### config.mk
export PLATFORM = sky130hd
export DESIGN_NAME = decode_stage
export DESIGN_NICKNAME = d
export VERILOG_FILES = /design/src/rtl/decode_stage.sv
export SDC_FILE = /design/constraint.sdc
export NUM_CORES = 1
export LEC_CHECK = 0
export CAP_MARGIN = 25
export CORE_ASPECT_RATIO = 1.25
export CORE_UTILIZATION = 49
export CTS_CLUSTER_DIAMETER = 120
export DETAILED_ROUTE_END_ITERATION = 8
export GPL_TIMING_DRIVEN = 0
export PLACE_DENSITY = 0.8
export SLEW_MARGIN = 0
export SYNTH_ARGS = -nofsm -noshare
export SYNTH_HDL_FRONTEND = slang
export SYNTH_SLANG_ARGS = --single-unit
### constraint.sdc
create_clock -name clk -period 3.45 [get_ports clk]
set_input_delay 0.69 -clock clk [delete_from_list [all_inputs] [get_ports clk]]
set_output_delay 0.69 -clock clk [all_outputs]
set_load 0.02 [all_outputs]
### src/rtl/decode_stage.sv
// decode_stage: registered instruction decoder with valid/ready on both sides.
// A write scoreboard plus a held-result compare stalls RAW/WAW hazards.
module decode_stage #(
  parameter  int REG_AW = 3,
  parameter  int DATA_W = 8,
  localparam int INST_W = DATA_W + 2*REG_AW + 5,
  localparam int ADDR_W = DATA_W + REG_AW + 1,
  localparam int SC_W   = $clog2(DATA_W)
) (
  input  logic              clk,
  input  logic              rst_n,
  input  logic              flush,
  input  logic              inst_valid,
  input  logic [INST_W-1:0] inst,
  output logic              inst_ready,
  output logic              dec_valid,
  input  logic              dec_ready,
  output logic [3:0]        kind,
  output logic [2:0]        fn3,
  output logic [1:0]        fn2,
  output logic [REG_AW-1:0] waddr,
  output logic [REG_AW-1:0] raddr1,
  output logic [REG_AW-1:0] raddr2,
  output logic [DATA_W-1:0] imm,
  output logic [SC_W-1:0]   sc,
  output logic [ADDR_W-1:0] jaddr,
  output logic              illegal,
  input  logic              wb_valid,
  input  logic [REG_AW-1:0] wb_addr,
  output logic [15:0]       hz_cnt
);

  localparam int T  = INST_W;
  localparam int D  = DATA_W;
  localparam int A  = REG_AW;
  localparam int NR = 1 << A;
  localparam logic [NR-1:0] ONE = 1;

  typedef struct packed {
    logic [3:0]        kind;
    logic [2:0]        fn3;
    logic [1:0]        fn2;
    logic [A-1:0]      waddr;
    logic [A-1:0]      raddr1;
    logic [A-1:0]      raddr2;
    logic [D-1:0]      imm;
    logic [SC_W-1:0]   sc;
    logic [ADDR_W-1:0] jaddr;
    logic              illegal;
  } dec_t;

  dec_t          dec_d, dec_q;
  logic          dv_d, dv_q;
  logic [NR-1:0] pend_d, pend_q;
  logic [15:0]   hz_d, hz_q;

  logic [1:0] op2;
  logic [2:0] op3;
  logic [4:0] op5;
  logic [5:0] op6;
  logic [3:0] k;
  logic k_fn3, k_fn2, k_wr, k_r2;
  logic k_sc, k_imm, k_j;

  assign op2 = inst[T-1 -: 2];
  assign op3 = inst[T-1 -: 3];
  assign op5 = inst[T-1 -: 5];
  assign op6 = inst[T-1 -: 6];

  // Opcode prefixes are disjoint, so match order is irrelevant.
  always_comb begin
    k = 4'd15;
    unique case (1'b1)
      op2 == 2'b00:     k = 4'd0;
      op2 == 2'b01:     k = 4'd1;
      op3 == 3'b110:    k = 4'd2;
      op3 == 3'b100:    k = 4'd3;
      op3 == 3'b101:    k = 4'd4;
      op5 == 5'b11100:  k = 4'd5;
      op5 == 5'b11101:  k = 4'd6;
      op6 == 6'b111100: k = 4'd7;
      op6 == 6'b111101: k = 4'd8;
      op6 == 6'b111110: k = 4'd9;
      op6 == 6'b111111: k = 4'd10;
      default:          k = 4'd15;
    endcase
  end

  assign k_fn3 = k <= 4'd1;
  assign k_fn2 = (k >= 4'd2) && (k <= 4'd4);
  assign k_wr  = k <= 4'd3;
  assign k_r2  = k == 4'd0;
  assign k_sc  = k == 4'd2;
  assign k_imm = (k == 4'd1) || (k == 4'd3) || (k == 4'd4);
  assign k_j   = (k == 4'd5) || (k == 4'd6);

  always_comb begin
    dec_d         = '0;
    dec_d.kind    = k;
    dec_d.illegal = k == 4'd15;
    if (k_fn3) dec_d.fn3    = inst[T-3 -: 3];
    if (k_fn2) dec_d.fn2    = inst[T-4 -: 2];
    if (k_wr)  dec_d.waddr  = inst[D+2*A-1 -: A];
    if (k_wr)  dec_d.raddr1 = inst[D+A-1 -: A];
    if (k_r2)  dec_d.raddr2 = inst[D-1 -: A];
    if (k_sc)  dec_d.sc     = inst[D-1 -: SC_W];
    if (k_imm) dec_d.imm    = inst[D-1:0];
    if (k_j)   dec_d.jaddr  = inst[ADDR_W-1:0];
  end

  logic          held_wr, leave, hazard, accept;
  logic [NR-1:0] wb_oh, set_oh, busy;

  assign held_wr = dv_q && (dec_q.kind <= 4'd3);
  assign leave   = dv_q & dec_ready & ~flush;
  assign wb_oh   = wb_valid ? (ONE << wb_addr) : '0;
  assign set_oh  = (leave & held_wr) ? (ONE << dec_q.waddr) : '0;

  // The held write is checked even while it leaves: its pend bit
  // only becomes visible the cycle after.
  assign busy = (pend_q & ~wb_oh)
              | (held_wr ? (ONE << dec_q.waddr) : '0);

  assign hazard = (k_wr & (busy[dec_d.waddr] | busy[dec_d.raddr1]))
                | (k_r2 & busy[dec_d.raddr2]);

  assign inst_ready = ~flush & ~hazard & (~dv_q | dec_ready);
  assign accept     = inst_valid & inst_ready;

  assign dv_d   = ~flush & (accept | (dv_q & ~dec_ready));
  assign pend_d = (pend_q & ~wb_oh) | set_oh;

  always_comb begin
    hz_d = hz_q;
    if (inst_valid & ~flush & hazard & (~dv_q | dec_ready)
        & (hz_q != 16'hFFFF))
      hz_d = hz_q + 16'd1;
  end

  always_ff @(posedge clk or negedge rst_n) begin
    if (!rst_n) begin
      dv_q   <= 1'b0;
      dec_q  <= '0;
      pend_q <= '0;
      hz_q   <= '0;
    end else begin
      dv_q   <= dv_d;
      pend_q <= pend_d;
      hz_q   <= hz_d;
      if (accept) dec_q <= dec_d;
    end
  end

  assign dec_valid = dv_q;
  assign kind      = dec_q.kind;
  assign fn3       = dec_q.fn3;
  assign fn2       = dec_q.fn2;
  assign waddr     = dec_q.waddr;
  assign raddr1    = dec_q.raddr1;
  assign raddr2    = dec_q.raddr2;
  assign imm       = dec_q.imm;
  assign sc        = dec_q.sc;
  assign jaddr     = dec_q.jaddr;
  assign illegal   = dec_q.illegal;
  assign hz_cnt    = hz_q;

endmodule

==> results.json, run 1 <==
{
  "dr_total_vias": 2999,
  "synth_cell_types": 48,
  "synth.avg_cell_area_um2": 9.929,
  "criticalPathCategory": "in -> out",
  "ir_worst_vdd_v": 0.0003670,
  "crit_arrival_ns": 2.64,
  "r2r-start": "waddr[2]",
  "core-area_um2": 6977,
  "htree_levels": 3,
  "synth_fp_nets": 384,
  "wl_per_cell_um": 16.54,
  "die_y_um": 96.83,
  "yosys_register_bits": 67,
  "fill_cells": 579,
  "gp_congestion": 0.8996,
  "via_per_inst": 5.483,
  "layout_common_cells": "clkdlybuf4s50_1 (75), dfrtp_1 (67), nand2_1 (55), inv_1 (39), mux2i_1 (35)",
  "p_per_area_nw_per_um2": 552.6,
  "drtIter0Drc": 186,
  "yosysWarnings": 0,
  "io_pins": 88,
  "worstSkewPairLatency_ns": 0.35,
  "clock_sinks": 67,
  "worstRegToRegCells": 9,
  "syn_area_um2": 3525,
  "cts_hold_buf": 0,
  "grt_antenna_before_repair": 0,
  "crit_path_start_kind": "primary input",
  "cp_num_buf_inv": 3,
  "cts_made_buffers": 9,
  "die_w_um": 77.86,
  "critical_path.max_stage_delay_ns": 0.47,
  "hold_viol_final": 0,
  "grtUsageTotal_pct": 25.02,
  "final_common_cell": "clkdlybuf4s50_1",
  "hold_path_class": "in -> async",
  "std_cell_rows": 34,
  "crit_fanout": 10,
  "syn2layout_area_growth_pct": 34.68,
  "r2r_end": "kind[3]",
  "fin_skew_ns": 0.007853,
  "portBuffers": 83,
  "cap_violations": 0,
  "layout-drive-gt1-share_pct": 12.69,
  "pre_cts_ws_ns": -0.9340,
  "path_delay_family": "buffers and inverters",
  "synth_edf_count": 0,
  "post-route-period-util_pct": 96.42,
  "min_period_ns": 3.327,
  "syn_inst": 355,
  "relSlewSlack_pct": 44.32,
  "async_flop_share_pct": 100.0,
  "synth_seq_area_share_pct": 47.57,
  "antenna_cells": 0,
  "grt_max_degree": 68,
  "final_area_um2": 4747,
  "antenna_left": 0,
  "r2r_slack_ns": 0.53,
  "crit_path_end_kind": "output pin",
  "start_util_pct": 50.52,
  "max_freq_mhz": 300.6,
  "overflow": 0,
  "report.final.setup_viol": 0,
  "worstMarginPinSlew_ns": 0.8353,
  "crit_chain": "clkdlybuf4s50_1, clkbuf_2, nor3_1, a21oi_1, a2111oi_2, a311oi_2, nor2_2, and3_1, buf_2",
  "wirelength_um": 9050,
  "clockBufferDepth": 2,
  "grt_pass1_vias": 2898,
  "root_buffer": "clkbuf_8",
  "whs_ns": 0.4387,
  "drv_slew": 0,
  "critical_path_required_ns": 2.76,
  "final_core_util_pct": 68.04,
  "drc_errors": 0,
  "tritoncts": "done",
  "cts.clk_slew.worst_paths_ns": 0.08,
  "die_area_um2": 7539,
  "status": "complete, no violations",
  "critPathSlowestCell": "clkdlybuf4s50_1",
  "rsz0062_at_grt": "false",
  "setup_ws_ns": 0.1234,
  "leakage_nw": 1.979,
  "detailed_place.area_um2": 4466,
  "nNetsFinal": 481,
  "grt_pass1_wl_um": 14410,
  "dp_hpwl_um": 6420,
  "first_pass_iters": 4,
  "synthFlopType": "dfrtp_1",
  "power_mw": 2.623
}
==> timing repair <==
action | CTS | global route
gates resized for setup | 21 | 17
setup buffers | 2 | 2
hold endpoints to repair | 0 | 0
pin swaps | 5 | 8
setup endpoints to repair | 1 | 1
==> layout make-up <==
cell class	count	area, um^2	area share (%)
plain buffers	12	66.31	1.397
inverters	39	146.4	3.084
repair buffers	87	827.0	17.42
flip-flops and latches	67	1677	35.32
clock inverters	6	65.06	1.371
well taps	90	112.6	2.372
clock buffers	10	137.6	2.899
multi-input cells	236	1715	36.14
==> sequential cells by signal, indices dropped and copies added (netlist names) <==
name       count
pend_q         8
kind           4
hz_cnt        16
fn3            3
fn2            2
sc             3
waddr          3
dec_valid      1
imm            8
jaddr         12
illegal        1
raddr2         3
raddr1         3
==> metrics by stage <==
step / instances / setup TNS [ns]
after global placement: 528 / -45.05
after CTS: 546 / 0
final: 547 / 0
after global routing: 547 / 0
after detailed placement: 528 / -6.959
after floorplan: 355 / 0
==> power by group <==
group | switching [mW] | internal (mW) | total (mW)
Clock | 0.309 | 0.353 | 0.662
Combinational | 0.485 | 0.414 | 0.899
Sequential | 0.132 | 0.931 | 1.06
==> Yosys cell counts, types with 5 or more instances <==
cell type,count,share of area [%]
o2111ai_1,5,1.2
mux2i_1,35,9.9
inv_1,39,4.2
nor2_1,11,1.2
buf_4,5,1.1
nand2_1,56,6.0
nor2b_1,8,1.4
o21ai_0,9,1.3
and3_1,6,1.1
xnor2_1,14,3.5
mux2_1,9,2.9
dfrtp_1,67,48
nand3_1,15,2.1
clkbuf_1,8,0.85
nand4_1,9,1.6
and2_1,6,1.1
==> how the worst max path moves through the flow <==
stage,from,to,slack [ns],cells past startpoint
floorplan,inst[16],inst_ready,0.42,7
global placement,wb_addr[2],inst_ready,-0.92,9
detailed placement,wb_addr[0],inst_ready,-0.93,9
CTS,wb_addr[2],inst_ready,0.008,9
global route,inst[17],inst_ready,0.01,9
finish,inst[17],inst_ready,0.12,9
==> routing by layer <==
metal  up-vias  global-route usage (%)  wire length [um]
li1       1422                       -                 -
met1      1466                   31.23              3855
met2        98                   41.87              4501
met3        13                   5.660               553
met4         0                   9.434               139
met5         -                       0                 0
==> worst register-to-register path, stage by stage, from the launching register on <==
cell      delay, ns
dfrtp_1        0.47
and4bb_2       0.33
a22oi_1        0.35
a221oi_1       0.17
nor3b_2        0.25
o32ai_4        0.14
buf_4          0.18
nor3_4         0.30
buf_4          0.27
mux2_1         0.35
==> kinds of logic (layout without fill, tap and decap cells) <==
| group | after synthesis | after routing | share of synthesized area, % |
|---|---|---|---|
| buf+inv | 52 | 154 | 6.070 |
| simple gates | 132 | 132 | 19.88 |
| compound gates | 40 | 40 | 8.520 |
| mux | 45 | 45 | 13.13 |
| flops | 67 | 67 | 47.57 |
| fa+ha+maj | 1 | 1 | 0.3549 |
| xor+xnor | 18 | 18 | 4.473 |
Power figures use the tool's default switching activity.
==> run 2, diff against run 1 <==
CORE_MARGIN = 2   (was default)
==> run 2 against run 1 <==
Effect of this change: sequential power is essentially flat; clock power is essentially flat; setup slack worse by 0.035 ns; routed wire length rose by 1.3%; register-to-register slack worse by 0.02 ns; maximum frequency fell by 1.0%; sequential share of layout area down 0.21 points; largest power group unchanged; core utilization up 0.41 points; die area rose by 4.7%; via count is 0.43% higher; first-iteration DRC count up 7.0%.
==> results.json, run 2 (synthesis results as in run 1) <==
{
  "wl_per_cell_um": 16.61,
  "post-route-period-util_pct": 97.43,
  "critical_path.max_stage_delay_ns": 0.36,
  "syn2layout_area_growth_pct": 35.50,
  "std_cell_rows": 34,
  "dp_hpwl_um": 6511,
  "drv_slew": 0,
  "antenna_cells": 0,
  "die_w_um": 79.86,
  "fin_skew_ns": 0.01064,
  "rsz0062_at_grt": "false",
  "tritoncts": "done",
  "core-area_um2": 6977,
  "grt_max_degree": 68,
  "htree_levels": 3,
  "clock_sinks": 67,
  "largest_reg_flops": 16,
  "grt_antenna_before_repair": 0,
  "cts_made_buffers": 9,
  "layout_common_cells": "clkdlybuf4s50_1 (75), dfrtp_1 (67), nand2_1 (55), inv_1 (39), mux2i_1 (35)",
  "crit_chain": "dlygate4sd2_1, a21bo_2, mux2_2, and2_1, o2111ai_2, o32ai_4, nor2_2, and3_1, buf_2",
  "final_common_cell": "clkdlybuf4s50_1",
  "dr_total_vias": 3012,
  "placed_cells": 528,
  "cap_violations": 0,
  "die_y_um": 98.83,
  "wirelength_um": 9171,
  "drc_errors": 0,
  "criticalPathCategory": "in -> out",
  "critPathSlowestCell": "dlygate4sd2_1",
  "ir_worst_vdd_v": 0.0003288,
  "crit_path_end_kind": "output pin",
  "max_freq_mhz": 297.5,
  "gp_congestion": 0.9151,
  "cts_hold_buf": 0,
  "nNetsFinal": 486,
  "crit_arrival_ns": 2.67,
  "report.final.setup_viol": 0,
  "cts.clk_slew.worst_paths_ns": 0.07,
  "grtUsageTotal_pct": 24.36,
  "setup_ws_ns": 0.08871,
  "final_core_util_pct": 68.45,
  "start_util_pct": 50.52,
  "detailed_place.area_um2": 4466,
  "overflow": 0,
  "antenna_left": 0,
  "power_mw": 2.629,
  "min_period_ns": 3.361,
  "finalNonFillerCells": 552,
  "hold_viol_final": 0,
  "die_area_um2": 7892,
  "root_buffer": "clkbuf_8",
  "drtIter0Drc": 199,
  "io_pins": 88,
  "via_per_inst": 5.457,
  "clockBufferDepth": 2,
  "layout-drive-gt1-share_pct": 11.90,
  "worstSkewPairLatency_ns": 0.34,
  "worstMarginPinSlew_ns": 0.8541,
  "leakage_nw": 1.993,
  "relSlewSlack_pct": 43.06,
  "critical_path_required_ns": 2.76,
  "grt_pass1_wl_um": 15010,
  "pre_cts_ws_ns": -0.9055,
  "final_area_um2": 4776,
  "fin_setup_tns_ns": 0,
  "first_pass_iters": 4,
  "status": "complete, no violations",
  "crit_fanout": 7,
  "p_per_area_nw_per_um2": 550.4,
  "hold_path_class": "in -> async",
  "portBuffers": 83,
  "crit_path_start_kind": "primary input",
  "grt_pass1_vias": 3049,
  "whs_ns": 0.4438
}
-- run 2: cell type report --
type | count | area, um^2
multi-input cells | 236 | 1700
clock inverters | 6 | 63.81
flip-flops and latches | 67 | 1677
plain buffers | 13 | 68.82
inverters | 39 | 146.4
clock buffers | 10 | 137.6
repair buffers | 91 | 869.6
fillers | 586 | 2201
well taps | 90 | 112.6
-- run 2: timing repair --
item,CTS,global route
buffers inserted,6,2
resized for setup,20,9
endpoints found under the setup margin,1,1
pin swaps,5,5
-- run 2: worst max-delay path, delay by kind of cell --
family          cells  cell delay (ns)
mux                 1             0.27
buf+inv             2             0.51
simple gates        3             0.40
compound gates      3             0.79
-- run 2: report_power, final --
part / leakage (nW) / switching, mW / internal [mW]
logic: 1.00 / 0.489 / 0.421
registers: 0.891 / 0.125 / 0.931
clock network: 0.0987 / 0.309 / 0.353
-- run 2: layer usage --
metal  global-route usage, %  vias up  wire length, um
met1                   31.93     1464             3896
met3                   5.403       23              476
met5                       0        -                0
li1                        -     1426                -
met2                   38.98       99             4523
met4                   10.17        0              274
-- run 2: final timing paths --
check | start | endpoint | slack, ns | cells past startpoint
setup reg to reg | waddr[1] | kind[3] | 0.51 | 10
setup / recovery | inst[11] | inst_ready | 0.09 | 9
max in group asynchronous | rst_n | raddr1[0] | 2.44 | 1
hold / removal | rst_n | hz_cnt[9] | 0.44 | 1
min in group clk | fn3[1] | fn3[1] | 0.49 | 1
hold reg to reg | fn3[1] | fn3[1] | 0.49 | 1
==> run 3, diff against run 2 <==
PLACE_DENSITY = 0.84   (was 0.8)
==> run 3 against run 2 <==
Effect of this change: first-iteration DRC count increased by 15%; via count increased by 1.7%; non-clock buffer count increased by 1; clock-buffer cell count increased by 3; critical endpoint unchanged; combinational power about the same; final area decreased by 0.50%; critical path type unchanged; setup slack got worse by 0.011 ns; clock power decreased by 9.4%; cell count unchanged; sequential power about the same.
==> results.json, run 3 (synthesis results as in run 1) <==
{
  "ir_worst_vdd_v": 0.0003383,
  "power_mw": 2.567,
  "clkPwrFrac_pct": 23.4,
  "fin_skew_ns": 0.005648,
  "final_area_um2": 4752,
  "post-route-period-util_pct": 97.76,
  "dr_total_vias": 3063,
  "overflow": 0,
  "first_pass_iters": 5,
  "nNetsFinal": 487,
  "status": "complete, no violations",
  "tritoncts": "done",
  "die_area_um2": 7892,
  "placed_cells": 528,
  "std_cell_rows": 34,
  "seq_area_um2": 1677,
  "htree_levels": 3,
  "p_int_mw": 1.667,
  "grt_max_degree": 68,
  "start_util_pct": 50.52,
  "via_per_inst": 5.549,
  "rsz0062_at_grt": "false",
  "crit_path_start_kind": "primary input",
  "crit_arrival_ns": 2.68,
  "worstRegToRegCells": 12,
  "drc_errors": 0,
  "finalNonFillerCells": 552,
  "critical_path_required_ns": 2.76,
  "p_seq_share_pct": 41.2,
  "cts_made_buffers": 9,
  "cts_hold_buf": 0,
  "worstMarginPinSlew_ns": 0.8237,
  "switchingPower_mw": 0.8993,
  "criticalPathCategory": "in -> out",
  "die_w_um": 79.86,
  "largest_reg_flops": 16,
  "dp_hpwl_um": 6586,
  "detailed_place.area_um2": 4466,
  "min_period_ns": 3.373,
  "die_y_um": 98.83,
  "fill_cells": 564,
  "report.final.setup_viol": 0,
  "hold_path_class": "in -> async",
  "clockBufferDepth": 2,
  "wl_per_cell_um": 16.57,
  "crit_path_end_kind": "output pin",
  "io_pins": 88,
  "grt_antenna_before_repair": 0,
  "p_per_area_nw_per_um2": 540.1,
  "drv_slew": 0,
  "grt_pass1_vias": 3068,
  "clock_sinks": 67,
  "drtIter0Drc": 228,
  "multi_input_area_um2": 1699,
  "wirelength_um": 9147,
  "antenna_cells": 0,
  "root_buffer": "clkbuf_8",
  "layout_common_cells": "clkdlybuf4s50_1 (75), dfrtp_1 (67), nand2_1 (54), inv_1 (39), mux2i_1 (35)",
  "crit_fanout": 7,
  "antenna_left": 0,
  "cts.clk_slew.worst_paths_ns": 0.07,
  "relSlewSlack_pct": 45.08,
  "swShare_pct": 35.04,
  "portBuffers": 83,
  "core-area_um2": 6977,
  "cap_violations": 0,
  "grt_pass1_wl_um": 14790,
  "comb_power_share_pct": 35.3,
  "max_freq_mhz": 296.5,
  "hold_viol_final": 0,
  "layout-drive-gt1-share_pct": 12.77,
  "syn2layout_area_growth_pct": 34.82,
  "grtUsageTotal_pct": 24.32,
  "leakage_nw": 1.996,
  "worstSkewPairLatency_ns": 0.35,
  "final_common_cell": "clkdlybuf4s50_1",
  "gp_congestion": 0.8925
}
==> run 3: repair_timing <==
item,4_1_cts,5_1_grt
setup endpoints to repair,1,1
setup buffers,5,4
pin swaps,8,6
gates resized for setup,21,13
==> run 3: through the flow <==
stage                     utilization, %  setup TNS, ns  worst slack [ns]  hold WS (ns)
after floorplan                        -              0            0.4178        0.3944
after global placement             64.04         -40.30           -0.9378        0.4630
after detailed placement           64.01         -7.737           -0.9608        0.4730
after CTS                          67.66              0         0.0003784        0.4666
after global routing               68.11              0           0.01017        0.5008
final                              68.11              0           0.07724        0.4312
==> run 3: final cells by class <==
type / count / share of cell area [%]
buffer: 13 / 1.474
clock buffer: 13 / 3.555
clock inverter: 2 / 0.2106
inverter: 39 / 3.081
multi-input combinational: 236 / 35.76
sequential: 67 / 35.28
tap: 90 / 2.370
timing repair buffer: 92 / 18.27
==> run 3: per-layer routing <==
| layer | global-route usage [%] | wire [um] |
|---|---|---|
| met2 | 40.21 | 4623 |
| met1 | 30.91 | 3796 |
| met5 | 0 | 0 |
| met3 | 6.227 | 585 |
| met4 | 8.605 | 142 |
==> run 3: worst max-delay path, cell delays in order <==
cell and delay (ns):
dlygate4sd2_1 0.38, a21bo_2 0.29, mux2_2 0.29, a221oi_2 0.41, o32ai_4 0.17, nor2_2 0.14
and3_1 0.16, buf_2 0.16
==> run 3: path summary, 6_finish.rpt <==
check                              start         end  slack (ns)
worst max register to register  waddr[1]     kind[3]        0.40
max in group asynchronous          rst_n   raddr1[0]        2.48
min in group clk                  fn3[0]      fn3[0]        0.49
worst min register to register    fn3[0]      fn3[0]        0.49
worst max-delay path            inst[11]  inst_ready        0.08
worst min-delay path               rst_n   hz_cnt[9]        0.43
==> run 3: power groups by stage <==
stage / Sequential (mW) / Combinational [mW] / Clock [mW]
after floorplan: 1.21 / 0.300 / 0
after global placement: 1.06 / 0.854 / 0
after detailed placement: 1.07 / 0.869 / 0
after CTS: 1.06 / 0.898 / 0.611
after global routing: 1.08 / 0.975 / 0.644
final: 1.06 / 0.907 / 0.601
